`src/rtl/spi_mem_bridge.sv`:
```
// SPI-command-to-memory bridge: decodes write/burst-write, read with prefetch, and streams read data to MISO.
// Optional status command (8'h04) is compiled in when SPI_BRIDGE_STATUS_EN is defined.
module spi_mem_bridge #(
    parameter  int ADDR_BYTES    = 3,
    parameter  int DATA_BYTES    = 2,
    parameter  int RST_CYCLES    = 2,
    parameter  int READ_PREFETCH = 1,
    localparam int ADDR_W        = 8 * ADDR_BYTES,
    localparam int DATA_W        = 8 * DATA_BYTES
) (
    input  logic              clk,
    input  logic              rst_n,
    input  logic              spi_ssel,
    input  logic              spi_data_ready,
    input  logic [7:0]        spi_data_recv,
    input  logic [2:0]        spi_bit_count,
    output logic [7:0]        spi_data_send,
    output logic [ADDR_W-1:0] wr_addr,
    output logic [DATA_W-1:0] wr_data,
    output logic              wr_enable,
    output logic [ADDR_W-1:0] rd_addr,
    output logic              rd_enable,
    input  logic [DATA_W-1:0] rd_data,
    input  logic              rd_ready,
    input  logic              busy,
    output logic              mem_rst_n
);

    localparam logic [3:0] S_RST      = 4'd0;
    localparam logic [3:0] S_IDLE     = 4'd1;
    localparam logic [3:0] S_WADDR    = 4'd2;
    localparam logic [3:0] S_RADDR    = 4'd3;
    localparam logic [3:0] S_WLEN     = 4'd4;
    localparam logic [3:0] S_WDATA    = 4'd5;
    localparam logic [3:0] S_RD_ISSUE = 4'd6;
    localparam logic [3:0] S_RD_WAIT  = 4'd7;
    localparam logic [3:0] S_SEND     = 4'd8;

    localparam int MAXB = (ADDR_BYTES > DATA_BYTES) ? ADDR_BYTES : DATA_BYTES;
    localparam int BCW  = (MAXB > 1) ? $clog2(MAXB) : 1;
    localparam int SIW  = (DATA_BYTES > 1) ? $clog2(DATA_BYTES) : 1;
    localparam int RCW  = $clog2(RST_CYCLES + 1);

    logic [3:0]        state_q, state_d;
    logic [RCW-1:0]    rcnt_q, rcnt_d;
    logic              mem_rst_n_q, mem_rst_n_d;
    logic [BCW-1:0]    bcnt_q, bcnt_d;
    logic [ADDR_W-1:0] addr_q, addr_d;
    logic [7:0]        len_q, len_d;
    logic [7:0]        wcnt_q, wcnt_d;
    logic [DATA_W-1:0] wsr_q, wsr_d;
    logic              pend_q, pend_d;
    logic              ovf_q, ovf_d;
    logic [ADDR_W-1:0] wr_addr_q, wr_addr_d;
    logic [DATA_W-1:0] wr_data_q, wr_data_d;
    logic              wr_en_q, wr_en_d;
    logic [ADDR_W-1:0] rd_addr_q, rd_addr_d;
    logic              rd_en_q, rd_en_d;
    logic [DATA_W-1:0] data_q, data_d;
    logic              rd_valid_q, rd_valid_d;
    logic [7:0]        send_q, send_d;
    logic [SIW-1:0]    sidx_q, sidx_d;
    logic              bc7_q;

    logic              bc7, bc7_rise, byte_ev, abort;
    logic [DATA_W-1:0] word_next;
    logic [SIW-1:0]    nidx;

    always_comb begin
        state_d     = state_q;
        rcnt_d      = rcnt_q;
        mem_rst_n_d = mem_rst_n_q;
        bcnt_d      = bcnt_q;
        addr_d      = addr_q;
        len_d       = len_q;
        wcnt_d      = wcnt_q;
        wsr_d       = wsr_q;
        pend_d      = pend_q;
        ovf_d       = ovf_q;
        wr_addr_d   = wr_addr_q;
        wr_data_d   = wr_data_q;
        wr_en_d     = wr_en_q;
        rd_addr_d   = rd_addr_q;
        rd_en_d     = rd_en_q;
        data_d      = data_q;
        rd_valid_d  = rd_valid_q;
        send_d      = send_q;
        sidx_d      = sidx_q;

        bc7       = (spi_bit_count == 3'd7);
        bc7_rise  = bc7 && !bc7_q;
        byte_ev   = spi_data_ready && !spi_ssel;
        word_next = (wsr_q << 8) | DATA_W'(spi_data_recv);
        nidx      = (sidx_q == '0) ? '0 : sidx_q - SIW'(1);
        // A read whose enable is already up must finish its handshake, so it is not abortable.
        abort     = spi_ssel && ((state_q inside {S_WADDR, S_RADDR, S_WLEN, S_WDATA, S_SEND}) ||
                                 (state_q == S_RD_ISSUE && !rd_en_q));

        // Commit engine runs independently of command decode.
        if (wr_en_q) begin
            if (busy) begin
                wr_en_d = 1'b0;
                pend_d  = 1'b0;
            end
        end else if (pend_q && !busy) begin
            wr_en_d = 1'b1;
        end

        if (abort) begin
            state_d = S_IDLE;
            bcnt_d  = '0;
        end else begin
            case (state_q)
                S_RST: begin
                    if (rcnt_q == RCW'(RST_CYCLES - 1)) begin
                        mem_rst_n_d = 1'b1;
                        state_d     = S_IDLE;
                    end else begin
                        rcnt_d = rcnt_q + RCW'(1);
                    end
                end
                S_IDLE: begin
                    if (byte_ev) begin
                        case (spi_data_recv)
                            8'h01: begin state_d = S_WADDR; bcnt_d = '0; end
                            8'h02: begin state_d = S_RADDR; bcnt_d = '0; end
                            8'h03: begin
                                state_d = S_SEND;
                                sidx_d  = SIW'(DATA_BYTES - 1);
                                send_d  = rd_valid_q ? data_q[DATA_W-1 -: 8] : 8'hFF;
                            end
`ifdef SPI_BRIDGE_STATUS_EN
                            8'h04: begin
                                send_d = {ovf_q, pend_q, rd_valid_q, 5'b0};
                                ovf_d  = 1'b0;
                            end
`endif
                            default: ;
                        endcase
                    end
                end
                S_WADDR, S_RADDR: begin
                    if (byte_ev) begin
                        addr_d = (addr_q << 8) | ADDR_W'(spi_data_recv);
                        if (bcnt_q == BCW'(ADDR_BYTES - 1)) begin
                            bcnt_d = '0;
                            if (state_q == S_WADDR) begin
                                state_d = S_WLEN;
                            end else begin
                                state_d    = S_RD_ISSUE;
                                rd_valid_d = 1'b0;
                            end
                        end else begin
                            bcnt_d = bcnt_q + BCW'(1);
                        end
                    end
                end
                S_WLEN: begin
                    if (byte_ev) begin
                        len_d   = spi_data_recv;
                        wcnt_d  = 8'd0;
                        bcnt_d  = '0;
                        state_d = S_WDATA;
                    end
                end
                S_WDATA: begin
                    if (byte_ev) begin
                        wsr_d = word_next;
                        if (bcnt_q == BCW'(DATA_BYTES - 1)) begin
                            bcnt_d = '0;
                            // Single holding slot: a word arriving while one is still pending is lost.
                            if (!pend_q) begin
                                pend_d    = 1'b1;
                                wr_addr_d = addr_q;
                                wr_data_d = word_next;
                            end else begin
                                ovf_d = 1'b1;
                            end
                            addr_d = addr_q + ADDR_W'(1);
                            if (wcnt_q == len_q) state_d = S_IDLE;
                            else                 wcnt_d  = wcnt_q + 8'd1;
                        end else begin
                            bcnt_d = bcnt_q + BCW'(1);
                        end
                    end
                end
                S_RD_ISSUE: begin
                    if (rd_en_q) begin
                        if (rd_ready) begin
                            rd_en_d    = 1'b0;
                            data_d     = rd_data;
                            rd_valid_d = 1'b1;
                            state_d    = S_IDLE;
                        end else if (busy) begin
                            rd_en_d = 1'b0;
                            state_d = S_RD_WAIT;
                        end
                    end else if (!pend_q && !busy) begin
                        rd_en_d   = 1'b1;
                        rd_addr_d = addr_q;
                    end
                end
                S_RD_WAIT: begin
                    if (rd_ready) begin
                        data_d     = rd_data;
                        rd_valid_d = 1'b1;
                        state_d    = S_IDLE;
                    end
                end
                S_SEND: begin
                    if (bc7_rise) begin
                        sidx_d = nidx;
                        send_d = rd_valid_q ? 8'(data_q >> (8 * nidx)) : 8'hFF;
                        if (nidx == '0) begin
                            if (READ_PREFETCH != 0 && rd_valid_q) begin
                                addr_d  = addr_q + ADDR_W'(1);
                                state_d = S_RD_ISSUE;
                            end else begin
                                state_d = S_IDLE;
                            end
                        end
                    end
                end
                default: state_d = S_IDLE;
            endcase
        end
    end

    always_ff @(posedge clk or negedge rst_n) begin
        if (!rst_n) begin
            state_q     <= S_RST;
            rcnt_q      <= '0;
            mem_rst_n_q <= 1'b0;
            bcnt_q      <= '0;
            addr_q      <= '0;
            len_q       <= '0;
            wcnt_q      <= '0;
            wsr_q       <= '0;
            pend_q      <= 1'b0;
            ovf_q       <= 1'b0;
            wr_addr_q   <= '0;
            wr_data_q   <= '0;
            wr_en_q     <= 1'b0;
            rd_addr_q   <= '0;
            rd_en_q     <= 1'b0;
            data_q      <= '0;
            rd_valid_q  <= 1'b0;
            send_q      <= 8'hFF;
            sidx_q      <= '0;
            bc7_q       <= 1'b0;
        end else begin
            state_q     <= state_d;
            rcnt_q      <= rcnt_d;
            mem_rst_n_q <= mem_rst_n_d;
            bcnt_q      <= bcnt_d;
            addr_q      <= addr_d;
            len_q       <= len_d;
            wcnt_q      <= wcnt_d;
            wsr_q       <= wsr_d;
            pend_q      <= pend_d;
            ovf_q       <= ovf_d;
            wr_addr_q   <= wr_addr_d;
            wr_data_q   <= wr_data_d;
            wr_en_q     <= wr_en_d;
            rd_addr_q   <= rd_addr_d;
            rd_en_q     <= rd_en_d;
            data_q      <= data_d;
            rd_valid_q  <= rd_valid_d;
            send_q      <= send_d;
            sidx_q      <= sidx_d;
            bc7_q       <= bc7;
        end
    end

    assign spi_data_send = send_q;
    assign wr_addr       = wr_addr_q;
    assign wr_data       = wr_data_q;
    assign wr_enable     = wr_en_q;
    assign rd_addr       = rd_addr_q;
    assign rd_enable     = rd_en_q;
    assign mem_rst_n     = mem_rst_n_q;

endmodule
```
`config.mk`:
```
export PLATFORM = sky130hd
export DESIGN_NAME = spi_mem_bridge
export DESIGN_NICKNAME = d
export VERILOG_FILES = /design/src/rtl/spi_mem_bridge.sv
export SDC_FILE = /design/constraint.sdc
export NUM_CORES = 1
export LEC_CHECK = 0
export CAP_MARGIN = 10
export CORE_MARGIN = 3
export CORE_UTILIZATION = 35
export DETAILED_ROUTE_END_ITERATION = 8
export GPL_TIMING_DRIVEN = 0
export PLACE_DENSITY_LB_ADDON = 0.08
export SLEW_MARGIN = 20
export SYNTH_ARGS = -nofsm -noshare
export SYNTH_HDL_FRONTEND = slang
export SYNTH_SLANG_ARGS = --single-unit
```
`constraint.sdc`:
```
create_clock -name clk -period 4.7 [get_ports clk]
set_clock_uncertainty 0.2 [all_clocks]
set_input_delay 0.47 -clock clk [delete_from_list [all_inputs] [get_ports clk]]
set_output_delay 0.47 -clock clk [all_outputs]
set_load 0.01 [all_outputs]
```
; Word-level counts from Yosys, hierarchy flattened
; Index checks and enable logic that the tools add are counted.
[op_classes]
shift = 1
n_eq_ne = 44
n_addsub = 5
bitwise_logic = 6
reduce_logical = 36
n_mux = 73
[ops]
columns = cell, count
row1 = $mux 24, 6
row2 = $mux 8, 9
row3 = $pmux 24 s3, 1
row4 = $mux 4, 15
row5 = $ne 3x3->1 const B, 11
row6 = $mux 16, 2
row7 = $pmux 16 s2, 1
row8 = $pmux 4 s8, 1
row9 = $pmux 8 s2, 2
row10 = $add 24x1->24 const B, 1
row11 = $ne 2x2->1 const B, 12
row12 = $or 24x8->24, 1
row13 = $mux 1, 22
row14 = $mux 2, 9
row15 = $reduce_and 6->1, 3
row16 = $eq 4x3->1 const B, 4
row17 = $eq 8x2->1 const B, 2
row18 = $or 16x8->16, 1
row19 = $shr 16x4->8, 1
row20 = $reduce_and 3->1, 5
row21 = $reduce_and 14->1, 1
row22 = $pmux 4 s3, 1
row23 = $reduce_and 5->1, 2
row24 = $reduce_bool 5->1, 2
row25 = other kinds (30), 50
[totals]
reg_bits = 151
output_inout_bits = 75

; Longest topological paths before layout
[logic_depth]
word_depth = 7
depth_mapped = 8
ltp_nobuf = 6

; Least setup slack after synthesis
; Ideal clock, no wire load.
[synth_timing]
path_type = register -> register
start = register state_q[3]
end = register rd_addr_q[11] (netlist: rd_addr[11])
setup_ns = 0.125
stages_incl_launch_ff = 7
required_time_ns = 4.375
synth_period_minus_slack_ns = 2.432
setup_slack_ns = 2.268
t_arrival_ns = 2.107
cell_sequence = dfrtp_1 nand2b_1 or4_1 or4_1 buf_2 buf_6 mux2_4
[synth_between]
elab_chain_cells = 6
[synth_lines]
columns = element, line_no
row1 = "start, declared", 44  ; logic [3:0] state_q, state_d;
row2 = "start signal, assigned", 252  ; state_q <= state_d;
row3 = "$eq 4x2->1, or another cell as far along", 96  ; abort = spi_ssel && ((state_q inside {S_WADDR, S_RADDR, S_WLEN, S_WDATA, S_SEND}) ||
row4 = $reduce_bool 5->1 / $logic_and 1x1->1 (equally long branches), "96, 97"
row5 = $logic_or 1x1->1, 96
row6 = $logic_and 1x1->1, 96
row7 = $not 1->1 (no line), --
row8 = $reduce_and 4->1 (no line) *, --
row9 = "end signal, assigned", 265  ; rd_addr_q <= rd_addr_d;
row10 = "end, declared", 57  ; logic [ADDR_W-1:0] rd_addr_q, rd_addr_d;
; Mark *: on every way between the ends. The rest lies on a longest branch, timed or not.
; A chain may end at the register's enable or synchronous reset.

; Final worst setup path
[layout_timing]
start = register state_q[0]
end = register addr_q[13]
[layout_between]
elab_chain_cells = 6
[layout_lines]
columns = element, line_no
row1 = "$eq 4x2->1, or another cell as far along", "96, 113"
row2 = $reduce_bool 5->1 / $logic_and 1x1->1 (equally long branches), "96, 97"
row3 = $logic_or 1x1->1, 96
row4 = $logic_and 1x1->1, 96
row5 = $not 1->1 (no line), --
row6 = $reduce_and 8->1 (no line), --
row7 = "end signal, assigned", 256  ; addr_q <= addr_d;
row8 = "end, declared", 48  ; logic [ADDR_W-1:0] addr_q, addr_d;
; Several ways; a longest one is shown, not always the timed one.

==> flow_metrics.tcl <==
set metrics [dict create \
    outcome "finished, final reports clean" \
    crit_start "state_q[0]" \
    routedWlPerCell_um 18.1 \
    rsz0062_at_grt "false" \
    synth_ff_type "dfrtp_1" \
    relSlewSlack_pct 31.7 \
    power.leakage_nw 4.02 \
    finalHoldViolCount 0 \
    synth-seq-area-share_pct 52.3 \
    setup_viol 0 \
    grt_use_total_pct 17.5 \
    cp-end-kind "flip-flop" \
    post-place-cells 1000 \
    pwr-share-clk_pct 27.5 \
    post-route-period-util_pct 65.9 \
    min_period_ns 3.10 \
    core-area_um2 19800 \
    clkSlewWorstSetupHoldPaths_ns 0.06 \
    final_cell_mix "142 x dfrtp_1, 104 x clkdlybuf4s50_1, 90 x mux2_2" \
    fin_util_pct 46.5 \
    drv_cap 0 \
    cp.arrival_ns 3.18 \
    worstMarginPinSlew_ns 1.02 \
    layout.cells.non_filler 1033 \
    syn-num-nets 665 \
    n_antenna_cell 0 \
    dieArea_um2 22300 \
    grt-ovfl-total 0 \
    die_h_um 149 \
    async_reset_ff_share_pct 100 \
    cp-start-kind "flip-flop" \
    grt_max_degree 95 \
    drc 0 \
    synth_cell_type_count 62 \
    initial_core_util_pct 36.3 \
    synth_seq_cells 150 \
    num_rows 51 \
    synthToLayoutAreaGrowth_pct 28.2 \
    dp_hpwl_um 13300 \
    clock_latency_ns 0.42 \
    nNetsFinal 791 \
    vias_per_cell 5.40 \
    drtAntennaViolNets 0 \
    cts_buffers 17 \
    finalWeightedCongestion 0.870 \
    final_common_cell "dfrtp_1" \
    synth_top_area_cell "dfrtp_1" \
    crit_path_max_incr_delay_ns 0.50 \
    drive_gt1_share_pct 22.0 \
    critical-path-top-delay-family "compound AO/OA/AOI/OAI gates" \
    clk_root_buffer_cell "clkbuf_16" \
    cts_tree "yes" \
    crit_buf_inv 2 \
    critPathRequiredTime_ns 4.78 \
    clock.fmax_mhz 323 \
    fin_area_um2 9230 \
    maxSlewViolCount 0 \
    hp-start "spi_data_recv[0]" \
    drt_iter0_drc 427 \
    crit_chain "buf_2 > o211ai_1 > a32oi_1 > nand3_1 > nor2_1 > clkbuf_1 > a2bb2oi_1" \
    synthCells 629 \
    portBuffers 105 \
    grt_pass1_wl_um 30800 \
    place_area_um2 8610 \
    p_comb_share_pct 32.1 \
    path_class "reg2reg" \
    hp-class "in2reg" \
    cp_slowest_cell "dfrtp_1" \
    pin_count 108 \
    synth_warnings 0 \
    routed_wl_um 18700 \
    syn_area_per_cell_um2 11.4 \
    pwr-share-seq_pct 40.4 \
    hold_ws_ns 0.252 \
    synth_edf_count 0 \
    antenna_found_initial 0 \
    clk_path_buf_depth 2 \
    switching_share_pct 32.7 \
    clock_sinks 150 \
    route.vias.total 5581 \
    power.net_switching_mw 1.67 \
    irDropWorstVdd_v 0.000265 \
    cts_resized 0 \
    htreeDepth 4 \
    total_power_mw 5.11 \
    die-width_um 149 \
    powerDensity_nw_per_um2 553 \
    synth.area.top_cells "dfrtp_1 49%, mux2_2 14%, mux2_4 3.1%" \
    grt_pass1_vias 5743 \
    path_max_fanout 10 \
    syn_area_um2 7200 \
    intPower_mw 3.44 \
    synth_top_area_share_pct 49.4 \
    dr.pass1.iters 5 \
    timing.rr.start "state_q[0]" \
]
-- power groups by stage --
stage	clock network (mW)	registers [mW]	logic [mW]
finish	1.40	2.06	1.64
global route	1.50	2.13	1.80
CTS	1.43	2.07	1.65
detailed placement	0	2.09	1.64
global placement	0	2.08	1.62
floorplan	0	2.03	0.948
-- kinds of logic (layout without fill, tap and decap cells) --
group | count (synthesis) | in the layout | share of synthesized area (%)
buffers and inverters | 47 | 186 | 2.87
AOI/OAI and AO/OA | 101 | 101 | 9.82
and+or+nand+nor | 205 | 205 | 14.9
adders and majority gates | 3 | 3 | 0.522
xor gates and xnor gates | 10 | 10 | 1.22
muxes | 113 | 113 | 18.3
DFF | 150 | 150 | 52.3
-- synth_stat cells (3+ instances only) --
| cell type | number |
|---|---|
| dfrtp_1 | 142 |
| mux2_2 | 90 |
| nand2_1 | 53 |
| nor3_1 | 32 |
| nand3_1 | 26 |
| nor2_1 | 26 |
| o21ai_0 | 26 |
| clkbuf_1 | 24 |
| a2bb2oi_1 | 21 |
| mux2_4 | 15 |
| o22ai_1 | 13 |
| nand2b_1 | 10 |
| and3_1 | 9 |
| buf_2 | 9 |
| nand4_1 | 9 |
| a31oi_1 | 8 |
| dfstp_2 | 8 |
| mux2i_1 | 8 |
| xnor2_1 | 8 |
| nor4_1 | 7 |
| inv_1 | 6 |
| nor2b_1 | 6 |
| a21oi_1 | 5 |
| buf_1 | 5 |
| or4_1 | 5 |
| a211oi_1 | 4 |
| ha_1 | 3 |
| nand3b_1 | 3 |
| o211ai_1 | 3 |
| or3_1 | 3 |
| or4b_2 | 3 |
-- area by class of cell --
cell class              count  area, µm²
fillers                  1817      10600
flip-flops and latches    150       3760
multi-input cells         432       3230
repair buffers            107       1090
clock buffers              21        460
well taps                 265        332
plain buffers              41        184
clock inverters            11        146
inverters                   6       22.5
-- repair_timing --
item | 4_1_cts | 5_1_grt
setup buffers | 0 | 0
hold endpoints to repair | 85 | 0
hold buffers | 1 | 0
-- sequential cells by signal, indices dropped and copies added (netlist names) --
register / count
spi_data_send: 8
wr_data: 16
wr_enable: 1
bcnt_q: 2
mem_rst_n: 1
state_q: 4
rd_addr: 24
pend_q: 1
len_q: 8
rcnt_q: 2
wcnt_q: 8
data_q: 16
rd_enable: 1
rd_valid_q: 1
addr_q: 24
wr_addr: 24
bc7_q: 1
wsr_q: 8
-- layer usage --
| metal | vias to the layer above | share of wire (%) | GRT usage, % |
|---|---|---|---|
| li1 | 2587 | - | - |
| met1 | 2798 | 45 | 23.2 |
| met2 | 168 | 49 | 28.3 |
| met3 | 28 | 5.1 | 4.22 |
| met4 | 0 | 1.5 | 5.77 |
| met5 | - | 0 | 0 |
-- final timing paths --
kind,to,slack [ns],depth (start not counted)
max,addr_q[13],1.60,7
min,len_q[0],0.25,2
max reg2reg,addr_q[13],1.60,7
min reg2reg,mem_rst_n,0.28,1
max in group asynchronous,wr_addr[12],3.11,3
min in group asynchronous,wr_data[15],0.46,2
-- per-stage QoR --
step	worst slack [ns]	setup TNS, ns
2_1_floorplan	2.27	0
3_3_place_gp	-3.12	-450.58
3_5_place_dp	1.27	0
4_1_cts	1.67	0
5_1_grt	1.41	0
6_report	1.60	0
(Power assumes the default switching activity.)
